### src/rtl/tt_selftest_harness.sv
// On-chip BIST harness for a Tiny Tapeout user core: LFSR stimulus, MISR response compaction, golden compare.
// Optional macro HARNESS_UIO_CAPTURE_EN folds enabled uio outputs into the upper MISR byte lane.
//
// state | meaning
// IDLE  | waiting for start after reset
// LOAD  | one cycle: reseed LFSR, clear MISR, counters, stimulus and pass
// RUN   | NPAT patterns driven, one LFSR step and one MISR step per cycle
// FLUSH | stimulus held, LATENCY+1 MISR steps drain the core pipeline
// DONE  | signature final, pass valid, waits for next start
module tt_selftest_harness #(
    parameter int                 DATA_W    = 8,
    parameter int                 LFSR_W    = 16,
    parameter logic [LFSR_W-1:0]  LFSR_POLY = 16'hB400,
    parameter logic [LFSR_W-1:0]  LFSR_SEED = 16'hACE1,
    parameter int                 MISR_W    = 16,
    parameter logic [MISR_W-1:0]  MISR_POLY = 16'h8005,
    parameter int                 NPAT      = 256,
    parameter int                 LATENCY   = 1,
    parameter logic [MISR_W-1:0]  GOLDEN    = 16'h0000
) (
    input  logic              clk,
    input  logic              rst_n,
    input  logic              ena,
    input  logic              start,
    output logic [DATA_W-1:0] dut_ui,
    output logic [DATA_W-1:0] dut_uio_in,
    input  logic [DATA_W-1:0] dut_uo,
    input  logic [DATA_W-1:0] dut_uio_out,
    input  logic [DATA_W-1:0] dut_uio_oe,
    output logic              busy,
    output logic              done,
    output logic              pass,
    output logic [MISR_W-1:0] signature
);

    localparam int CNT_W = $clog2(NPAT + 1);

    generate
        if (LFSR_W < 2 * DATA_W) begin : g_chk_lfsr
            $error("LFSR_W must be at least 2*DATA_W");
        end
        if (MISR_W < DATA_W) begin : g_chk_misr
            $error("MISR_W must be at least DATA_W");
        end
        if (LATENCY < 0 || LATENCY > 7) begin : g_chk_lat
            $error("LATENCY must be in 0..7");
        end
        if (NPAT < 1) begin : g_chk_npat
            $error("NPAT must be at least 1");
        end
`ifdef HARNESS_UIO_CAPTURE_EN
        if (MISR_W < 2 * DATA_W) begin : g_chk_uio
            $error("HARNESS_UIO_CAPTURE_EN needs MISR_W >= 2*DATA_W");
        end
`endif
    endgenerate

    typedef enum logic [2:0] {
        S_IDLE,
        S_LOAD,
        S_RUN,
        S_FLUSH,
        S_DONE
    } state_t;

    state_t             state, state_nxt;
    logic [LFSR_W-1:0]  lfsr, lfsr_step;
    logic [MISR_W-1:0]  misr, misr_step, capture;
    logic [CNT_W-1:0]   cnt;
    logic [2:0]         fcnt;
    logic               pass_q;
    logic [DATA_W-1:0]  ui_q, uio_q;
    logic               last_pat, last_flush;

    assign last_pat   = (cnt == CNT_W'(NPAT - 1));
    assign last_flush = (fcnt == 3'(LATENCY));

    always_comb begin
        lfsr_step = lfsr >> 1;
        if (lfsr[0]) begin
            lfsr_step = (lfsr >> 1) ^ LFSR_POLY;
        end
    end

    always_comb begin
        capture = '0;
        capture[DATA_W-1:0] = dut_uo;
`ifdef HARNESS_UIO_CAPTURE_EN
        capture[2*DATA_W-1:DATA_W] = dut_uio_out & dut_uio_oe;
`endif
    end

`ifndef HARNESS_UIO_CAPTURE_EN
    logic unused_uio;
    assign unused_uio = ^{dut_uio_out, dut_uio_oe};
`endif

    always_comb begin
        misr_step = {misr[MISR_W-2:0], 1'b0} ^ capture;
        if (misr[MISR_W-1]) begin
            misr_step = {misr[MISR_W-2:0], 1'b0} ^ MISR_POLY ^ capture;
        end
    end

    always_comb begin
        state_nxt = state;
        case (state)
            S_IDLE:  if (start) state_nxt = S_LOAD;
            S_LOAD:  state_nxt = S_RUN;
            S_RUN:   if (last_pat) state_nxt = S_FLUSH;
            S_FLUSH: if (last_flush) state_nxt = S_DONE;
            S_DONE:  if (start) state_nxt = S_LOAD;
            default: state_nxt = S_IDLE;
        endcase
    end

    always_ff @(posedge clk or negedge rst_n) begin
        if (!rst_n) begin
            state <= S_IDLE;
        end else if (ena) begin
            state <= state_nxt;
        end
    end

    // Stimulus is cleared in LOAD so the first RUN capture is identical for every run.
    always_ff @(posedge clk or negedge rst_n) begin
        if (!rst_n) begin
            lfsr   <= LFSR_SEED;
            misr   <= '0;
            cnt    <= '0;
            fcnt   <= '0;
            pass_q <= 1'b0;
            ui_q   <= '0;
            uio_q  <= '0;
        end else if (ena) begin
            case (state)
                S_LOAD: begin
                    lfsr   <= LFSR_SEED;
                    misr   <= '0;
                    cnt    <= '0;
                    fcnt   <= '0;
                    pass_q <= 1'b0;
                    ui_q   <= '0;
                    uio_q  <= '0;
                end
                S_RUN: begin
                    ui_q  <= lfsr[DATA_W-1:0];
                    uio_q <= lfsr[2*DATA_W-1:DATA_W];
                    lfsr  <= lfsr_step;
                    cnt   <= cnt + CNT_W'(1);
                    misr  <= misr_step;
                end
                S_FLUSH: begin
                    misr <= misr_step;
                    if (last_flush) begin
                        pass_q <= (misr_step == GOLDEN);
                    end else begin
                        fcnt <= fcnt + 3'd1;
                    end
                end
                default: ;
            endcase
        end
    end

    assign busy       = (state == S_LOAD) || (state == S_RUN) || (state == S_FLUSH);
    assign done       = (state == S_DONE);
    assign pass       = pass_q;
    assign signature  = misr;
    assign dut_ui     = ui_q;
    assign dut_uio_in = uio_q;

endmodule

### config.mk
export PLATFORM = sky130hd
export DESIGN_NAME = tt_selftest_harness
export DESIGN_NICKNAME = d
export VERILOG_FILES = /design/src/rtl/tt_selftest_harness.sv
export SDC_FILE = /design/constraint.sdc
export NUM_CORES = 1
export LEC_CHECK = 0
export CAP_MARGIN = 20
export CORE_ASPECT_RATIO = 0.6
export CORE_UTILIZATION = 45
export DETAILED_ROUTE_END_ITERATION = 16
export PLACE_DENSITY = 0.81
export SLEW_MARGIN = 20
export SYNTH_ARGS = -nofsm -noshare
export SYNTH_HDL_FRONTEND = slang
export SYNTH_SLANG_ARGS = --single-unit
### constraint.sdc
create_clock -name clk -period 1.6 [get_ports clk]
set_input_delay 0.16 -clock clk [delete_from_list [all_inputs] [get_ports clk]]
set_output_delay 0.16 -clock clk [all_outputs]
set_load 0.02 [all_outputs]
==> flow_summary.toml, run 1 <==
[status]
status = "complete, no violations"

[floorplanning]
core_area_mm2 = 0.00565
fp.dieH_um = 61.6
rows = 21
io_pins = 63
start_util_pct = 47.2
fp.dieW_um = 101
die_area_mm2 = 0.00624

[logic_synthesis]
yosysTopAreaCell = "dfrtp_1"
synth_area_mm2 = 0.00267
synth-edff-count = 0
synthAdderAreaFrac_pct = 1.88
synth_most_common_cell = "dfrtp_1"
synth_top_family_by_area = "compound AO/OA/AOI/OAI gates"
ys_top_cells_by_count = "dfrtp_1 (49), nand2_1 (17), a22o_1 (15), a22o_2 (15), nor2_1 (12)"
syn_nets = 267
synth_async_sr_flop_share_pct = 100
synthDominantCellAreaShare_pct = 46.0
yosysSeqAreaShare_pct = 53.9
synth_compound_area_share_pct = 20.3
synthTopCellsByArea = "dfrtp_1 (46%), dfstp_2 (7.9%), a22o_2 (5.6%)"
synth_ff_type = "dfrtp_1"
synthXorXnorAreaFrac_pct = 4.93
syn_inst = 235
ys_warn_count = 0
synth_area_per_cell_um2 = 11.3
synthDistinctLibCells = 47
yosys.area_share.simple_pct = 11.8
synthMuxAreaShare_pct = 1.55
ys_ff_latch = 57

[placement]
dp_hpwl_um = 4190
pre_cts_ws_ns = -0.231
place_area_mm2 = 0.00331
gp_congestion = 0.798
io_buffers = 46
placed_cells = 363

[grt]
grt_pass1_vias = 1967
track_usage_pct = 22.5
grt_pass1_wl_um = 10100
grt_max_degree = 22
grt_overflow = 0
antenna_found_initial = 0

[power]
intPower_uw = 4690
p_leak_uw = 0.00163
p_per_area_mw_per_mm2 = 2080
clkPwrFrac_pct = 18.8
power.share.combinational_pct = 44.5
ir_drop_v = 0.00107
swShare_pct = 36.9
p_seq_share_pct = 36.7
p_switching_uw = 2750

[timing]
fmax_mhz = 636
fin_crit_ns = 1.57
tightest_slew_ns = 0.508
finalCritPeriodShare_pct = 98.2
hold_viol = 0
rsz0062_at_grt = "true"
relSlewSlack_pct = 66.1
fin_skew_ns = 0.00620
setup_slack_ns = 0.0286
slew_viol_final = 0
finalSetupViolations = 0

[final_layout]
finalNetCount = 329
antenna_cells = 0
fin_area_mm2 = 0.00358
regArea_mm2 = 0.00144
area_growth_pct = 34.5
drive_gt1_share_pct = 25.8
final_cells = 382
multi_input_comb_area_mm2 = 0.00111
fillers = 429

[route]
ant_nets = 0
post_drt_wl_per_cell_um = 16.4
wl_um = 6280
vias_per_cell = 5.30
drtIter0Drc = 181
drcViolationCount = 0
via_count = 2026
dr.pass1.iters = 4

[clock_tree]
numClockSinks = 57
cts_buffers = 9
cts_tree = "built"
cts_buffer_depth = 2
cts_root_buf = "clkbuf_8"
cts.clk_slew.worst_paths_ns = 0.07
clock_latency_ns = 0.35
htreeDepth = 3

[setup_path]
arrival_ns = 1.86
crit_chain = "and4bb_4, nand4_2, or4_4, nand2_1"
crit_path_start_kind = "register"
reg2reg_to = "cnt[6]$_DFFE_PN0P_"
r2r-start = "state[2]$_DFFE_PN0P_"
slowest_stage = "dfrtp_2"
worst_setup_path_end_kind = "register"
ff2ff_setup_slack_ns = 0.03
r2r_cells = 4
crit_fanout = 5
cp_top_family = "simple AND/OR/NAND/NOR gates"
critPathMaxStageDelay_ns = 0.44
crit_type = "reg2reg"
cp.required_ns = 1.89
cp_num_buf_inv = 0

[min_path]
worstHoldPathType = "in2async"

[run]
maxCapViolCount = 0
cells by family (layout without fill, tap and decap cells):
family / after synthesis / after routing
compound gates: 71 / 71
flops: 57 / 57
simple gates: 57 / 57
buf+inv: 27 / 94
xor+xnor: 15 / 15
fa+ha+maj: 4 / 4
mux: 4 / 4
cell type report:
cell class	count	area share [%]
flip-flops and latches	57	40.1
multi-input cells	151	30.9
repair buffers	73	19.9
clock buffers	14	4.82
well taps	80	2.79
clock inverters	2	0.978
inverters	5	0.524
worst max path at each step:
stage | from | endpoint | slack (ns) | cells after the start
CTS | signature[14]$_DFFE_PN0P_ | signature[14] | 0.01 | 1
global route | signature[12]$_DFFE_PN0P_ | pass$_DFFE_PN0P_ | -0.009 | 4
finish | state[2]$_DFFE_PN0P_ | cnt[6]$_DFFE_PN0P_ | 0.03 | 4
floorplan | state[2]$_DFFE_PN0P_ | dut_uio_in[4]$_DFFE_PN0P_ | 0.07 | 6
global placement | ena | lfsr[12]$_DFFE_PN0P_ | -0.18 | 4
detailed placement | ena | dut_ui[7]$_DFFE_PN0P_ | -0.23 | 4
sequential cells by signal, indices dropped and copies added, names as in the netlist:
name        count
lfsr           16
signature      16
cnt             9
dut_uio_in      5
dut_ui          4
fcnt            3
state           3
pass            1
cells in the final DEF, fill, tap and decap left out, types with 4 or more instances in the layout:
| cell type | n |
|---|---|
| dlymetal6s2s_1 | 6 |
| ha_1 | 4 |
| o21ai_0 | 10 |
| buf_4 | 23 |
| nand2_1 | 17 |
| clkbuf_8 | 12 |
| nor2_1 | 11 |
| dfstp_2 | 8 |
| a22o_1 | 15 |
| a22o_2 | 15 |
| a21oi_1 | 9 |
| dfrtp_1 | 48 |
| o22ai_1 | 4 |
| xor2_1 | 4 |
| clkdlybuf4s50_1 | 36 |
| xnor2_1 | 11 |
| o22a_1 | 8 |
| inv_1 | 5 |
repair_timing:
item	in CTS	in global routing
setup buffers	0	2
gates resized for setup	6	13
hold buffers	1	0
endpoints found under the hold margin	10	0
setup endpoints to repair	16	10
routing by layer:
metal  track usage, %  vias up  wire (um)
met5                0        -          0
met4             7.66        0         75
met3             7.60        7        320
met2             29.3       58       2600
met1             34.4      980       3280
li1                 -      981          -
power groups by stage:
stage	clock [uW]	sequential, uW	combinational (uW)
floorplan	0	2930	1750
global placement	0	2720	3170
detailed placement	0	2740	3250
CTS	1420	2720	3270
global route	1490	2830	3580
finish	1400	2730	3310
through the flow:
step	hold slack (ns)	util, %	power (uW)	TNS [ns]
after floorplan	-0.136	-	4680	0
after global placement	0.142	58.5	5890	-3.00
after detailed placement	0.152	58.5	5980	-3.80
after CTS	0.322	62.5	7420	0
after global routing	0.386	63.4	7900	-0.00898
final	0.324	63.4	7440	0
Note: power is estimated with default switching activity, not from simulation.
==> inputs of run 2 (changes only) <==
CTS_BUF_LIST = sky130_fd_sc_hd__clkbuf_4 sky130_fd_sc_hd__clkbuf_8 sky130_fd_sc_hd__clkbuf_16   (was default)
==> run 2 against run 1 <==
  * Design area is 0.21% higher
  * Critical endpoint unchanged
  * Final cell count is the same
  * Sequential power hardly changed
  * First-iteration DRC count fell by 18%
  * Maximum frequency fell by 0.44%
  * Setup slack worse by 0.0070 ns
==> flow_summary.toml, run 2 (synthesis gave the netlist of run 1 again) <==
[final_layout]
antenna_cells = 0
multi_input_comb_area_mm2 = 0.00111
fin_util_pct = 63.6
regArea_mm2 = 0.00144
finalNetCount = 329
final_cell_mix = "dfrtp_1 (48), clkdlybuf4s50_1 (36), buf_4 (23), nand2_1 (17)"
fillers = 425
drive_gt1_share_pct = 26.5
area_growth_pct = 34.7
layout_commonest_cell = "dfrtp_1"

[power]
intPower_uw = 4730
p_per_area_mw_per_mm2 = 2080
swShare_pct = 36.7
ir_drop_v = 0.00107
p_switching_uw = 2740
p_seq_share_pct = 36.6
clkPwrFrac_pct = 19.1
power.share.combinational_pct = 44.3
p_leak_uw = 0.00164

[floorplanning]
core_area_mm2 = 0.00565
fp.dieH_um = 61.6
rows = 21
io_pins = 63
fp.dieW_um = 101
die_area_mm2 = 0.00624
start_util_pct = 47.2

[grt]
grt_max_degree = 22
grt_pass1_wl_um = 10100
grt_pass1_vias = 1962
track_usage_pct = 22.5
grt_overflow = 0
antenna_found_initial = 0

[placement]
io_buffers = 46
dp_hpwl_um = 4190
gp_congestion = 0.798

[timing]
worst_hold_slack_ns = 0.322
finalSetupViolations = 0
finalCritPeriodShare_pct = 98.6
hold_viol = 0
relSlewSlack_pct = 66.5
fmax_mhz = 634
tightest_slew_ns = 0.503
rsz0062_at_grt = "true"
fin_crit_ns = 1.58
slew_viol_final = 0
fin_skew_ns = 0.00559

[min_path]
worstHoldPathType = "in2async"

[setup_path]
arrival_ns = 1.86
cp.required_ns = 1.89
crit_path_start_kind = "register"
worst_setup_path_end_kind = "register"
crit_type = "reg2reg"
crit_fanout = 5

[route]
vias_per_cell = 5.30
dr.pass1.iters = 4
wl_um = 6270
drtIter0Drc = 148
ant_nets = 0
post_drt_wl_per_cell_um = 16.4
drcViolationCount = 0
via_count = 2025

[clock_tree]
cts.clk_slew.worst_paths_ns = 0.07
numClockSinks = 57
cts_buffer_depth = 2
cts_buffers = 9
cts_root_buf = "clkbuf_8"
cts_tree = "built"
clock_latency_ns = 0.35
htreeDepth = 3

[run]
maxCapViolCount = 0

[status]
status = "complete, no violations"
==> run 2: metal layers <==
metal	track usage [%]	routed length [um]	vias to the layer above	share of wire, %
li1	-	-	983	-
met1	34.3	3190	968	51
met2	29.3	2610	67	42
met3	7.60	392	7	6.3
met4	7.66	75	0	1.2
met5	0	0	-	0
==> run 2: final cells by class <==
type / count / area share (%)
clock inverter: 2 / 0.976
tap: 80 / 2.79
timing repair buffer: 73 / 19.8
multi-input combinational: 151 / 30.8
inverter: 5 / 0.523
clock buffer: 14 / 5.02
sequential: 57 / 40.0
==> run 2: power by group through the flow <==
| stage | Clock, uW | Sequential [uW] | Combinational (uW) |
|---|---|---|---|
| after CTS | 1450 | 2720 | 3270 |
| final | 1430 | 2730 | 3300 |
| after floorplan | 0 | 2930 | 1750 |
| after global routing | 1530 | 2830 | 3580 |
| after global placement | 0 | 2720 | 3170 |
| after detailed placement | 0 | 2740 | 3250 |
==> run 2: through the flow <==
stage,std cells,total power [uW],instance area [um^2],TNS (ns),worst slack (ns)
3_3_place_gp,363,5890,3310,-3.00,-0.184
2_1_floorplan,235,4680,2670,0,0.0718
6_report,382,7460,3590,0,0.0216
5_1_grt,382,7930,3590,-0.00898,-0.00898
3_5_place_dp,363,5980,3310,-3.80,-0.231
4_1_cts,380,7450,3540,0,0.0120
==> run 2: repair_timing <==
| item | in CTS | in global routing |
|---|---|---|
| buffers inserted | 0 | 2 |
| gates resized for setup | 6 | 13 |
| hold endpoints to repair | 10 | 0 |
| endpoints found under the setup margin | 16 | 10 |
| hold buffers | 1 | 0 |
==> run 2: worst paths after layout <==
check | endpoint | slack, ns | cells past startpoint | start
worst min-delay path | dut_ui[6]$_DFFE_PN0P_ | 0.32 | 2 | rst_n
max in group asynchronous | lfsr[11]$_DFFE_PN1P_ | 0.72 | 3 | rst_n
min in group clk | dut_ui[0]$_DFFE_PN0P_ | 0.50 | 1 | dut_ui[0]$_DFFE_PN0P_
worst max-delay path | cnt[6]$_DFFE_PN0P_ | 0.02 | 4 | state[2]$_DFFE_PN0P_
worst min register to register | dut_ui[0]$_DFFE_PN0P_ | 0.50 | 1 | dut_ui[0]$_DFFE_PN0P_
worst max register to register | cnt[6]$_DFFE_PN0P_ | 0.02 | 4 | state[2]$_DFFE_PN0P_
==> run 2: worst max-delay path: stages (launching register included) <==
cell and delay, ns:
dfrtp_2 0.45, and4bb_4 0.40, nand4_2 0.15, or4_4 0.44
nand2_1 0.09
==> inputs of run 3 (changes only) <==
CTS_CLUSTER_DIAMETER = 200   (was default)
==> results of run 3 <==
Same layout as run 2: the final DEF is identical, and so are final timing and power.
==> patch: new RTL, flow settings as in run 1 <==
The 5 states of `state_t` get a one-hot encoding in 5 bits.
--- a/src/rtl/tt_selftest_harness.sv
+++ b/src/rtl/tt_selftest_harness.sv
@@ -56,10 +56,10 @@
     endgenerate
 
-    typedef enum logic [2:0] {
-        S_IDLE,
-        S_LOAD,
-        S_RUN,
-        S_FLUSH,
-        S_DONE
+    typedef enum logic [4:0] {
+        S_IDLE  = 5'b00001,
+        S_LOAD  = 5'b00010,
+        S_RUN   = 5'b00100,
+        S_FLUSH = 5'b01000,
+        S_DONE  = 5'b10000
     } state_t;
 
Function: same outputs for any inputs over 10 cycles, from zero or initial values and one cycle with rst_n low; not proved beyond that.
==> patch against run 1 <==
  * Die area up 6.1%
  * Sequential cell count up 2
  * Final area up 26%
  * Wire length up 73%
  * Area after synthesis up 6.2%
  * The flow now finishes with violations (negative setup slack)
  * Worst setup slack worse by 0.37 ns
  * Cell count up 20%
  * Total power up 6.8%
==> patch: results (changes against run 1) <==
| Metric | Value |
|---|---|
| Post-DP HPWL | 4893 um (+17%) |
| Crit-path max FO | 12 (+7) |
| Mapped Cells | 270 (+15%) |
| Met1 Resource Use GR | 35.63% (+1.3 points) |
| GR Util met3 | 10.35% (+2.7 points) |
| CP max stage delay | 0.46 ns (+0.02 ns) |
| Worst Setup EP | lfsr[0] |
| Post-placement cell count | 414 (+14%) |
| Busiest grt layer | met2 |
| Worst-Margin Slew | 0.4511 ns (-0.05698 ns) |
| Status | finished with violations |
| DR vias/cell | 6.354 (+20%) |
| Global-route wire length before repair | 13,430 um (+33%) |
| Drt wl/cell | 23.80 um (+45%) |
| Maximum vdd drop | 815.9 uV (-24%) |
| Drt pass-1 iters | 5 (+1) |
| CP arrival | 2.22 ns (+0.36 ns) |
| Pre-CTS WS | -0.4645 ns (-0.2340 ns) |
| Met2 Usage GRT | 39.65% (+10 points) |
| Gr usage total | 26.91% (+4.4 points) |
| Largest net degree at the start of global routing | 60 (+170%) |
| Post-Synthesis Net Count | 302 (+13%) |
| Worst Slack Setup Final | -0.3450 ns (-0.3736 ns) |
| Final Setup Violations | 61 (+61) |
| Commonest cells in the synthesized netlist | dfrtp_1, a22o_1, nand2_1 |
| Sequential share of the synthesized area | 52.54% (-1.4 points) |
| Drt first-iter violations | 327 (+81%) |
| Fillers | 317 (-26%) |
| TNS Setup | -11.90 ns (-11.90 ns) |
| Post-synth cell types | 43 (-8.5%) |
| Vias in the first global route | 2,618 (+33%) |
| Fraction of layout cells with a size suffix above 1 | 38.20% (+12 points) |
| Cell count of the worst reg-to-reg path | 6 (+2) |
| Failing checks | negative setup slack |
| Hold slack | 0.3256 ns (+0.001852 ns) |
| Gp weighted congestion | 0.9279 (+16%) |
patch: area by class of cell:
class | count | area share [%]
multi-input cells | 179 | 33.29
flip-flops and latches | 59 | 33.09
repair buffers | 116 | 25.76
clock buffers | 12 | 3.445
well taps | 80 | 2.223
clock inverters | 4 | 1.612
inverters | 7 | 0.5835
patch: worst min path at each step:
stage | from | endpoint | cells after the start
after CTS | rst_n | signature[3] | 3
after floorplan | rst_n | cnt[0] | 0
after global routing | rst_n | signature[8] | 3
final | rst_n | signature[8] | 3
after detailed placement | rst_n | signature[2] | 2
after global placement | rst_n | signature[2] | 2
patch: layer usage:
layer	vias to the layer above	routed length, um
li1	1186	-
met1	1459	4428
met2	206	4859
met3	53	1109
met4	0	481
met5	-	0
patch: cells by family (layout without fill, tap and decap cells):
group	Yosys count	count (layout)	share of synthesized area, %
AND/OR/NAND/NOR	81	82	14.49
multiplexers	4	4	1.502
adder cells (fa/ha/maj)	4	4	1.768
XOR/XNOR	19	19	5.877
flip-flops	59	59	52.54
buffers and inverters	33	139	5.878
AO/OA/AOI/OAI	70	70	17.94
patch: per-stage QoR:
stage	cell area, um2	total power, mW
floorplan	2855	3.883
global placement	3616	4.960
detailed placement	3616	5.034
CTS	4123	6.994
global route	4503	8.225
finish	4503	7.943
patch: repair_timing:
item	in CTS	in global routing
gates resized for setup	51	62
pin swaps	12	37
cloned	0	4
setup buffers	13	10
endpoints found under the hold margin	50	0
endpoints found under the setup margin	50	65
hold buffers	1	0
patch: power by group:
part | switching [mW] | total (mW) | internal, mW
Sequential | 0.446 | 2.42 | 1.98
Combinational | 2.05 | 3.93 | 1.88
Clock | 0.628 | 1.59 | 0.960
Total | 3.13 | 7.94 | 4.82
